## src/rtl/sha256_host_pkg.sv

```systemverilog
// Shared constants and types for the sha256 streaming host.
// The core has a fixed 10-bit word interface, so the message, chunk and
// digest geometry are set here and every host file uses them.
package sha256_host_pkg;

   localparam int MESSAGE_LEN            = 640;
   localparam int CHUNK_W                = 10;
   localparam int DIGEST_W               = 256;
   localparam int CHUNKS                 = MESSAGE_LEN / CHUNK_W;
   localparam int OUT_WORDS              = (DIGEST_W + CHUNK_W - 1) / CHUNK_W;
   localparam int COLLECT_W              = OUT_WORDS * CHUNK_W;
   localparam int PAD_BITS               = COLLECT_W - DIGEST_W;
   localparam int DEFAULT_TIMEOUT_CYCLES = 2048;

   // Job sequencing states of the host.
   typedef enum logic [2:0] {
      IDLE,
      CRST,
      START,
      SEND,
      WAIT,
      DONE
   } state_t;

endpackage : sha256_host_pkg

```

## src/rtl/sha256_word_collector.sv

```systemverilog
// Collects the core's hash words into a shift register and watches the
// response deadline. done rises once all OUT_WORDS words are in; timeout
// rises once the deadline counter reaches its last value.
module sha256_word_collector
   import sha256_host_pkg::*;
#(
   parameter int TIMEOUT_CYCLES = DEFAULT_TIMEOUT_CYCLES
) (
   input  logic                clk,
   input  logic                rst_n,
   input  logic                clear,
   input  logic                enable,
   input  logic [CHUNK_W-1:0]  hash_word,
   input  logic                hash_valid,
   output logic                done,
   output logic                timeout,
   output logic [DIGEST_W-1:0] digest
);

   localparam int WCNT_W = $clog2(OUT_WORDS + 1);
   localparam int TCNT_W = $clog2(TIMEOUT_CYCLES);
   localparam logic [WCNT_W-1:0] ALL_WORDS = WCNT_W'(OUT_WORDS);
   localparam logic [TCNT_W-1:0] TCNT_MAX  = TCNT_W'(TIMEOUT_CYCLES - 1);

   logic [COLLECT_W-1:0] collect;
   logic [WCNT_W-1:0]    word_cnt;
   logic [TCNT_W-1:0]    cycle_cnt;
   logic                 take;

   // A word is taken only while collecting and only until the set is full,
   // so a core holding valid high after its last word changes nothing.
   assign take    = enable && hash_valid && (word_cnt < ALL_WORDS);
   assign done    = (word_cnt == ALL_WORDS);
   assign timeout = (cycle_cnt == TCNT_MAX);

   // The first word received ends up in the top bits; the pad bits that
   // follow the last digest bit are dropped.
   assign digest  = collect[COLLECT_W-1:PAD_BITS];

   // Shift accepted hash words in, most significant word first.
   always_ff @(posedge clk) begin
      if (clear) begin
         collect <= '0;
      end else if (take) begin
         collect <= {collect[COLLECT_W-CHUNK_W-1:0], hash_word};
      end
   end

   // Count received words and cycles spent collecting; the cycle count saturates.
   always_ff @(posedge clk or negedge rst_n) begin
      if (!rst_n) begin
         word_cnt  <= '0;
         cycle_cnt <= '0;
      end else if (clear) begin
         word_cnt  <= '0;
         cycle_cnt <= '0;
      end else if (enable) begin
         if (take) begin
            word_cnt <= word_cnt + 1'b1;
         end
         if (cycle_cnt != TCNT_MAX) begin
            cycle_cnt <= cycle_cnt + 1'b1;
         end
      end
   end

endmodule : sha256_word_collector

```

## src/rtl/sha256_stream_host.sv

```systemverilog
// Host-side driver and collector for the sha256 streaming core.
// Takes one 640-bit message per job, resets and starts the core, streams
// the message as 64 ten-bit chunks, then reassembles the 26 returned hash
// words into a 256-bit digest offered on a valid/ready handshake.
module sha256_stream_host
   import sha256_host_pkg::*;
#(
   parameter int TIMEOUT_CYCLES = DEFAULT_TIMEOUT_CYCLES
) (
   input  logic                   clk,
   input  logic                   rst_n,
   input  logic                   msg_valid,
   output logic                   msg_ready,
   input  logic [MESSAGE_LEN-1:0] msg_data,
   output logic                   core_rst_n,
   output logic                   core_start,
   output logic                   core_valid_in,
   output logic [CHUNK_W-1:0]     core_message_in,
   input  logic [CHUNK_W-1:0]     core_hash_out,
   input  logic                   core_valid_out,
   output logic                   digest_valid,
   input  logic                   digest_ready,
   output logic [DIGEST_W-1:0]    digest,
   output logic                   err_timeout,
   output logic                   busy
);

   localparam int CCNT_W = $clog2(CHUNKS);
   localparam logic [CCNT_W-1:0] LAST_CHUNK = CCNT_W'(CHUNKS - 1);

   state_t                 state;
   logic [MESSAGE_LEN-1:0] shreg;
   logic [CCNT_W-1:0]      chunk_cnt;
   logic                   accept;
   logic                   col_done;
   logic                   col_timeout;
   logic [DIGEST_W-1:0]    col_digest;

   // msg_ready is only ever high in IDLE, but qualifying with the state keeps
   // the intent explicit.
   assign accept = (state == IDLE) && msg_valid && msg_ready;

   sha256_word_collector #(
      .TIMEOUT_CYCLES (TIMEOUT_CYCLES)
   ) u_collector (
      .clk        (clk),
      .rst_n      (rst_n),
      .clear      (accept),
      .enable     (state == WAIT),
      .hash_word  (core_hash_out),
      .hash_valid (core_valid_out),
      .done       (col_done),
      .timeout    (col_timeout),
      .digest     (col_digest)
   );

   // Load the message on accept, then shift one chunk out per START/SEND cycle.
   // NOTE: payload registers have no reset: they are always loaded before they
   // are read, so keeping them off the reset net costs nothing functionally.
   always_ff @(posedge clk) begin
      if (accept) begin
         shreg <= msg_data;
      end else if (state == START || state == SEND) begin
         shreg <= {shreg[MESSAGE_LEN-CHUNK_W-1:0], {CHUNK_W{1'b0}}};
      end
   end

   // Job sequencer: every output is a register updated here.
   always_ff @(posedge clk or negedge rst_n) begin
      if (!rst_n) begin
         state           <= IDLE;
         msg_ready       <= 1'b0;
         core_rst_n      <= 1'b0;
         core_start      <= 1'b0;
         core_valid_in   <= 1'b0;
         core_message_in <= '0;
         digest_valid    <= 1'b0;
         digest          <= '0;
         err_timeout     <= 1'b0;
         busy            <= 1'b0;
         chunk_cnt       <= '0;
      end else begin
         // NOTE: core_start defaults low every cycle, so the single assignment
         // in CRST yields exactly a one-cycle pulse.
         core_start <= 1'b0;
         case (state)
            IDLE: begin
               if (accept) begin
                  msg_ready  <= 1'b0;
                  core_rst_n <= 1'b0;
                  busy       <= 1'b1;
                  chunk_cnt  <= '0;
                  state      <= CRST;
               end else begin
                  msg_ready  <= 1'b1;
                  core_rst_n <= 1'b1;
                  busy       <= 1'b0;
               end
            end
            CRST: begin
               // The core clears its load counter only on its own reset,
               // so this one-cycle pulse precedes every job.
               core_rst_n <= 1'b1;
               core_start <= 1'b1;
               state      <= START;
            end
            START: begin
               core_valid_in   <= 1'b1;
               core_message_in <= shreg[MESSAGE_LEN-1 -: CHUNK_W];
               state           <= SEND;
            end
            SEND: begin
               if (chunk_cnt == LAST_CHUNK) begin
                  core_valid_in   <= 1'b0;
                  core_message_in <= '0;
                  state           <= WAIT;
               end else begin
                  chunk_cnt       <= chunk_cnt + 1'b1;
                  core_message_in <= shreg[MESSAGE_LEN-1 -: CHUNK_W];
               end
            end
            WAIT: begin
               // A complete word set wins over a deadline expiring in the same cycle.
               if (col_done) begin
                  digest       <= col_digest;
                  err_timeout  <= 1'b0;
                  digest_valid <= 1'b1;
                  state        <= DONE;
               end else if (col_timeout) begin
                  digest       <= '0;
                  err_timeout  <= 1'b1;
                  digest_valid <= 1'b1;
                  state        <= DONE;
               end
            end
            DONE: begin
               if (digest_ready) begin
                  digest_valid <= 1'b0;
                  msg_ready    <= 1'b1;
                  busy         <= 1'b0;
                  state        <= IDLE;
               end
            end
            default: begin
               state <= IDLE;
            end
         endcase
      end
   end

   // The start pulse and the chunk stream never overlap.
   a_start_not_with_chunk : assert property (
      @(posedge clk) disable iff (!rst_n) !(core_start && core_valid_in)
   );

   // A result is only ever offered while the host reports busy.
   a_valid_implies_busy : assert property (
      @(posedge clk) disable iff (!rst_n) digest_valid |-> busy
   );

endmodule : sha256_stream_host
```

## config.mk

```make
export PLATFORM = sky130hd
export DESIGN_NAME = sha256_stream_host
export DESIGN_NICKNAME = d
export VERILOG_FILES = /design/src/rtl/sha256_host_pkg.sv /design/src/rtl/sha256_word_collector.sv /design/src/rtl/sha256_stream_host.sv
export SDC_FILE = /design/constraint.sdc
export NUM_CORES = 2
export LEC_CHECK = 0
export CELL_PAD_IN_SITES_DETAIL_PLACEMENT = 1
export CELL_PAD_IN_SITES_GLOBAL_PLACEMENT = 1
export CORE_AREA = 2 2 356 358
export DETAILED_ROUTE_END_ITERATION = 12
export DIE_AREA = 0 0 358 360
export PLACE_DENSITY = 0.82
export SYNTH_ARGS = -nofsm -noshare
export SYNTH_HDL_FRONTEND = slang
export SYNTH_SLANG_ARGS = --single-unit
```

## constraint.sdc

```tcl
create_clock -name clk -period 21.1 [get_ports clk]
set_input_delay 4.22 -clock clk [delete_from_list [all_inputs] [get_ports clk]]
set_output_delay 4.22 -clock clk [all_outputs]
set_load 0.005 [all_outputs]
```

# [Word level (Yosys, flattened, before mapping)]
# Index checks and enable logic that the tools add are counted.
[totals] output_inout_bits=273 ff_bits=1198 wordCells=92 inputBits=655
[op_classes] n_reduce_logical=24 addsub=3 eq_ne=14 muxes=35 order_cmp=1
[op_table] op="two-way mux 640 bit" count=2
[op_table] op="two-way mux 256 bit" count=2
[op_table] op="two-way mux 11 bit" count=3
[op_table] op="case mux 10 bit (2 select lines)" count=1
[op_table] op="nonzero test 2 bit" count=10
[op_table] op="case mux 3 bit (6 select lines)" count=1
[op_table] op="two-way mux 3 bit" count=5
[op_table] op="two-way mux 5 bit" count=3
[op_table] op="two-way mux 6 bit" count=2
[op_table] op="case mux 6 bit (2 select lines)" count=1
[op_table] op="adder 11 x 1 -> 11 bit (second input constant)" count=1
[op_table] op="== test 11 bit (second input constant)" count=1
[op_table] op="!= test 11 bit (second input constant)" count=1
[op_table] op="two-way mux 10 bit" count=1
[op_table] op="case mux 1 bit (2 select lines)" count=5
[op_table] op="AND reduction 2 bit" count=5
[op_table] op="two-way mux 1 bit" count=9
[op_table] op="adder 6 x 1 -> 6 bit (second input constant)" count=1
[op_table] op="== test 3 x 2 -> 1 bit (second input constant)" count=2
[op_table] op="== test 3 bit (second input constant)" count=2
[op_table] op="== test 6 bit (second input constant)" count=1
[op_table] op="!= test 2 bit (second input constant)" count=3
[op_table] op="AND reduction 3 bit" count=2
[op_table] op="adder 5 x 1 -> 5 bit (second input constant)" count=1
[op_table] op="9 further kinds" count=12

# [Longest topological paths before layout]
[logic_depth] word_depth=6 depth_mapped=8 mapped_depth_nobuf=5

# [Modules after synthesis]
# Synthesis repeated with hierarchy kept, for this count alone.
[unflattened] hier_cells=4862 area_unflattened_um2=49000.7
[modules_own_cells] mod="sha256_stream_host" instances=1 seq_area_each_um2=26275.2 cells_per_inst=3387 area_per_inst_um2=37337.1
[modules_own_cells] mod="sha256_word_collector" instances=1 seq_area_each_um2=5605.4 cells_per_inst=1475 area_per_inst_um2=11663.7

# [Worst setup path before layout]
# Ideal clock, no wire load.
[synth_timing] path_type="input-to-reg" start="in msg_valid" end="reg shreg[0] (enable)" t_required_ns=16.625 n_path_buf=2 path_stages=4 path_slack_ns=1.303 arrival_ns=15.322 setup_time_ns=4.475 cell_sequence="nand4_1 clkbuf_1 buf_1 nand2_1"
[synth_via] elab_chain_cells=3
[synth_lines] item="from (decl)" line="sha256_stream_host.sv:12" rtl="input logic msg_valid,"
[synth_lines] item="logical AND 1 bit (2 in series)" line="sha256_stream_host.sv:41" rtl="assign accept = (state == IDLE) && msg_valid && msg_ready;"
[synth_lines] item="nonzero test 2 bit (no line)"
[synth_lines] item="to (signal assigned)" line="sha256_stream_host.sv:62" rtl="shreg <= msg_data;"
[synth_lines] item="to (signal assigned)" line="sha256_stream_host.sv:64" rtl="shreg <= {shreg[MESSAGE_LEN-CHUNK_W-1:0], {CHUNK_W{1'b0}}};"
[synth_lines] item="to (decl)" line="sha256_stream_host.sv:32" rtl="logic [MESSAGE_LEN-1:0] shreg;"
# No other way between the ends.
# A chain may end at the register's enable or synchronous reset.

# [Worst setup path after layout]
[layout_timing] start="in msg_valid" end="reg shreg[413] (data pin)"
[layout_via] elab_chain_cells=3
[layout_lines] item="logical AND 1 bit (2 in series)" line="sha256_stream_host.sv:41"
[layout_lines] item="two-way mux 640 bit" line="sha256_stream_host.sv:61" rtl="if (accept) begin"
# No other way between the ends.

==> metrics.txt <==
count of pins over their slew limit 0; post-synthesis share of cell area spent on and, or, nand and nor gates 23.25%; combined area of all synthesized cells 46900 um^2; initial antenna violation count 67; Initial Util 37.55%; class of the most critical hold timing path reg -> reg; category of the critical setup timing path in -> reg; static power due to leakage 27.48 nW; fraction of met1 tracks used by global routing 29.61%; kind of cell adding the most delay to the critical path buffers and inverters; overall die width 358 um; number of hold-slack violations in the final timing report 0; cell with the largest stage delay on the worst path buf_4; drt pass-1 iters 7; number of nets with antenna violations after detailed routing 0; pin count of the biggest net entering global routing 221; area share of the leading cell type in the synthesized netlist 40.98%; most used standard cells in the synthesized netlist nand2_1, edfxtp_1, dfrtp_1, nand3_1, dfxtp_1; CP most frequent cell buf_4; fraction of the mapped netlist area in compound gates 5.381%; H-tree depth reported by CTS 4; GRT Overall Usage 25.40%; PostCTS Resize Cnt 0; distinct cell type count after synthesis 43; clock latency reported for the late side of the worst-skew pair 0.80 ns; fin area 61510 um^2; number of synthesized flops with an enable pin 640; Reg clk slew, reported paths 0.06 ns; number of endpoints failing setup at the final stage 0; warnings from Yosys 0; fraction of registers with async set/reset 24.87%; clock tree from TritonCTS built; Avg Inst Size Synth 10.21 um^2; worst relative slew slack 15.36%; vias after detailed routing 37.55k; Synth Net Count 5251; gr busiest metal met2; maximum frequency from static timing analysis 0.1155 GHz; hold_buf cts 0; initial detailed-routing violation count 3446; CTS sink count 1198; count of pins on the block boundary 928; highest fanout seen on the critical path 100; clock share of power 30.7%; final wirelength 168300 um; area of the multi-input gates 13610 um^2; Period minus WS final 8.662 ns; share of layout cells above drive strength 1 4.111%; synthesized-area fraction occupied by xor and xnor cells 0%; Clock Root Buffer clkbuf_16; RSZ-0062 raised after global routing no; routed wirelength normalized by instance count 23.38 um; post-route insts no fill 7198; switching part of the total power 29.00%; worst endpoint data arrival time 9.27 ns; combined buffer and inverter count along the critical path 6; top post-synthesis cells by area edfxtp_1, nand2_1, dfrtp_1; Die Y-Extent 360 um; Top FF cell, synth edfxtp_1; Std-Cell Rows 130; Nets 6052; Critical Path Start Type input port; Final Cycle Share 41.05%; cells after synthesis 4592; number of buffers inserted during clock tree synthesis 130; crit-path max cell delay 0.94 ns; endpoint class of the critical path flop; power density relative to cell area 119.5 nW/um^2; most instantiated library cell after synthesis nand2_1; number of remaining DRC errors 0; post-place instance area 57210 um^2; buffer depth of the longest clock path 3; post-synthesis share of cell area spent on full adders, half adders and majority gates 0.1067%; run status finished, final reports clean; die outline area 128900 um^2; post-route setup TNS 0 ns; share of synthesized area occupied by flip-flops and latches 67.97%; Required @ worst endpoint 21.71 ns; library cell with the largest summed area after synthesis edfxtp_1; Filler Cell Count 13.63k; max-capacitance violation count 0; wire length of the first global-routing pass 246400 um; count of placed standard cells including taps 6911; maximum VDD drop 80.00 uV; relative contribution of sequential cells to total power 53.3%; switching power total 2.132 mW; worst clock skew 0.05332 ns; synth-to-layout area growth 31.14%; number of global-route vias before repair 39.72k; number of register bits inferred by synthesis 1198; internal power of the cells 5.220 mW; core area 124900 um^2; weighted congestion at the end of routability-driven global placement 0.8898; fin worst setup slack 12.44 ns; post-place setup slack 11.74 ns; Register-to-Register Setup Slack 15.41 ns; remaining global-route overflow 0; fraction of met3 tracks used by global routing 6.433%; critical path, cell by cell clkdlybuf4s50_1 > nand4_1 > buf_4 > buf_4 > buf_4 > buf_4 > buf_4 > nand2_1 > nand2_1; post-CTS setup repair buffer count 0; multiplexer share of the synthesized area 0.1947%; Avg Vias per Cell 5.217; register cell area after layout 31880 um^2; transition time at the pin with the least slew margin 1.270 ns; main combinational cell family by area after synthesis simple AND/OR/NAND/NOR gates; DP HPWL 113800 um; count of buffers inserted at the top-level ports 927; GR Util met2 42.93%; part of the power in combinational logic 16.0%
==> cells in the final DEF (no fill, tap or decap), types with 3 or more instances in the layout <==
cell type	instances
edfxtp_1	640
clkinv_2	15
nor2_1	15
diode_2	51
a21oi_1	16
nand2_1	2445
clkinvlp_4	3
nor3_1	5
clkdlybuf4s50_1	926
a211oi_1	4
dfxtp_1	260
and2_1	11
buf_12	6
nor2b_1	3
nand3_1	276
dfrtp_1	298
clkbuf_8	11
mux2i_1	8
a22o_1	257
clkinv_1	21
o21ai_0	11
and3_1	3
inv_16	6
bufinv_16	4
clkinv_8	3
ha_1	4
inv_1	5
clkbuf_16	130
nand4_1	4
clkinv_16	5
clkbuf_1	36
buf_4	30
==> cell type report <==
cell class	count	share of cell area, %
Clock inverter	59	1.025
Clock buffer	177	5.755
Timing Repair Buffer	963	15.66
Sequential cell	1198	51.83
Multi-Input combinational cell	3095	22.14
Tap cell	1650	3.357
Antenna cell	51	0.2075
Inverter	5	0.03051
==> routing by layer <==
| metal | routed length, um | up-vias |
|---|---|---|
| met4 | 8548 | 44 |
| li1 | - | 16900 |
| met5 | 296 | - |
| met3 | 12440 | 383 |
| met1 | 63730 | 18750 |
| met2 | 83250 | 1475 |
==> worst register-to-register path, cell delays in order (launching register included) <==
cell	delay (ns)
dfrtp_1	0.63
nor2_1	0.20
nand4_1	0.20
buf_4	0.75
buf_4	0.95
buf_4	0.74
buf_4	0.86
buf_4	0.85
nand2_1	0.20
nand2_1	0.13
==> cells by family after synthesis <==
| kind of cell | count (synthesis) |
|---|---|
| AND/OR/NAND/NOR | 2780 |
| flip-flops | 1198 |
| AO/OA/AOI/OAI | 302 |
| buffers and inverters | 299 |
| multiplexers | 9 |
| adder cells (fa/ha/maj) | 4 |
==> registers in the layout, indices dropped and copies added, names as in the netlist <==
| signal | count |
|---|---|
| busy | 1 |
| chunk_cnt | 6 |
| core_message_in | 10 |
| core_rst_n | 1 |
| core_start | 1 |
| core_valid_in | 1 |
| digest | 256 |
| digest_valid | 1 |
| err_timeout | 1 |
| msg_ready | 1 |
| shreg | 640 |
| state | 3 |
| u_collector.collect | 260 |
| u_collector.cycle_cnt | 11 |
| u_collector.word_cnt | 5 |
==> stage by stage <==
step / power [mW] / utilization, % / hold WS, ns
5_1_grt: 7.717 / 49.23 / 0.4594
3_3_place_gp: 4.990 / 45.80 / 0.4253
6_report: 7.352 / 49.24 / 0.4390
4_1_cts: 7.399 / 49.13 / 0.4430
2_1_floorplan: 4.706 / - / 0.4152
3_5_place_dp: 5.109 / 45.80 / 0.4352
==> power by group through the flow <==
stage	registers (mW)	logic (mW)	clock network (mW)
6_report	3.92	1.18	2.26
5_1_grt	3.99	1.34	2.39
4_1_cts	3.92	1.19	2.29
3_5_place_dp	3.94	1.17	0
3_3_place_gp	3.91	1.08	0
2_1_floorplan	4.02	0.690	0
==> worst paths after layout <==
kind                            depth (start not counted)                       end                startpoint
worst min register to register                          2  u_collector.collect[127]  u_collector.collect[117]
worst min-delay path                                    2  u_collector.collect[127]  u_collector.collect[117]
min in group asynchronous                               1               digest[143]                     rst_n
max in group asynchronous                               2               digest[227]                     rst_n
worst max-delay path                                    9                shreg[413]                 msg_valid
worst max register to register                          9                shreg[413]                  state[2]
Power figures use the tool's default switching activity.
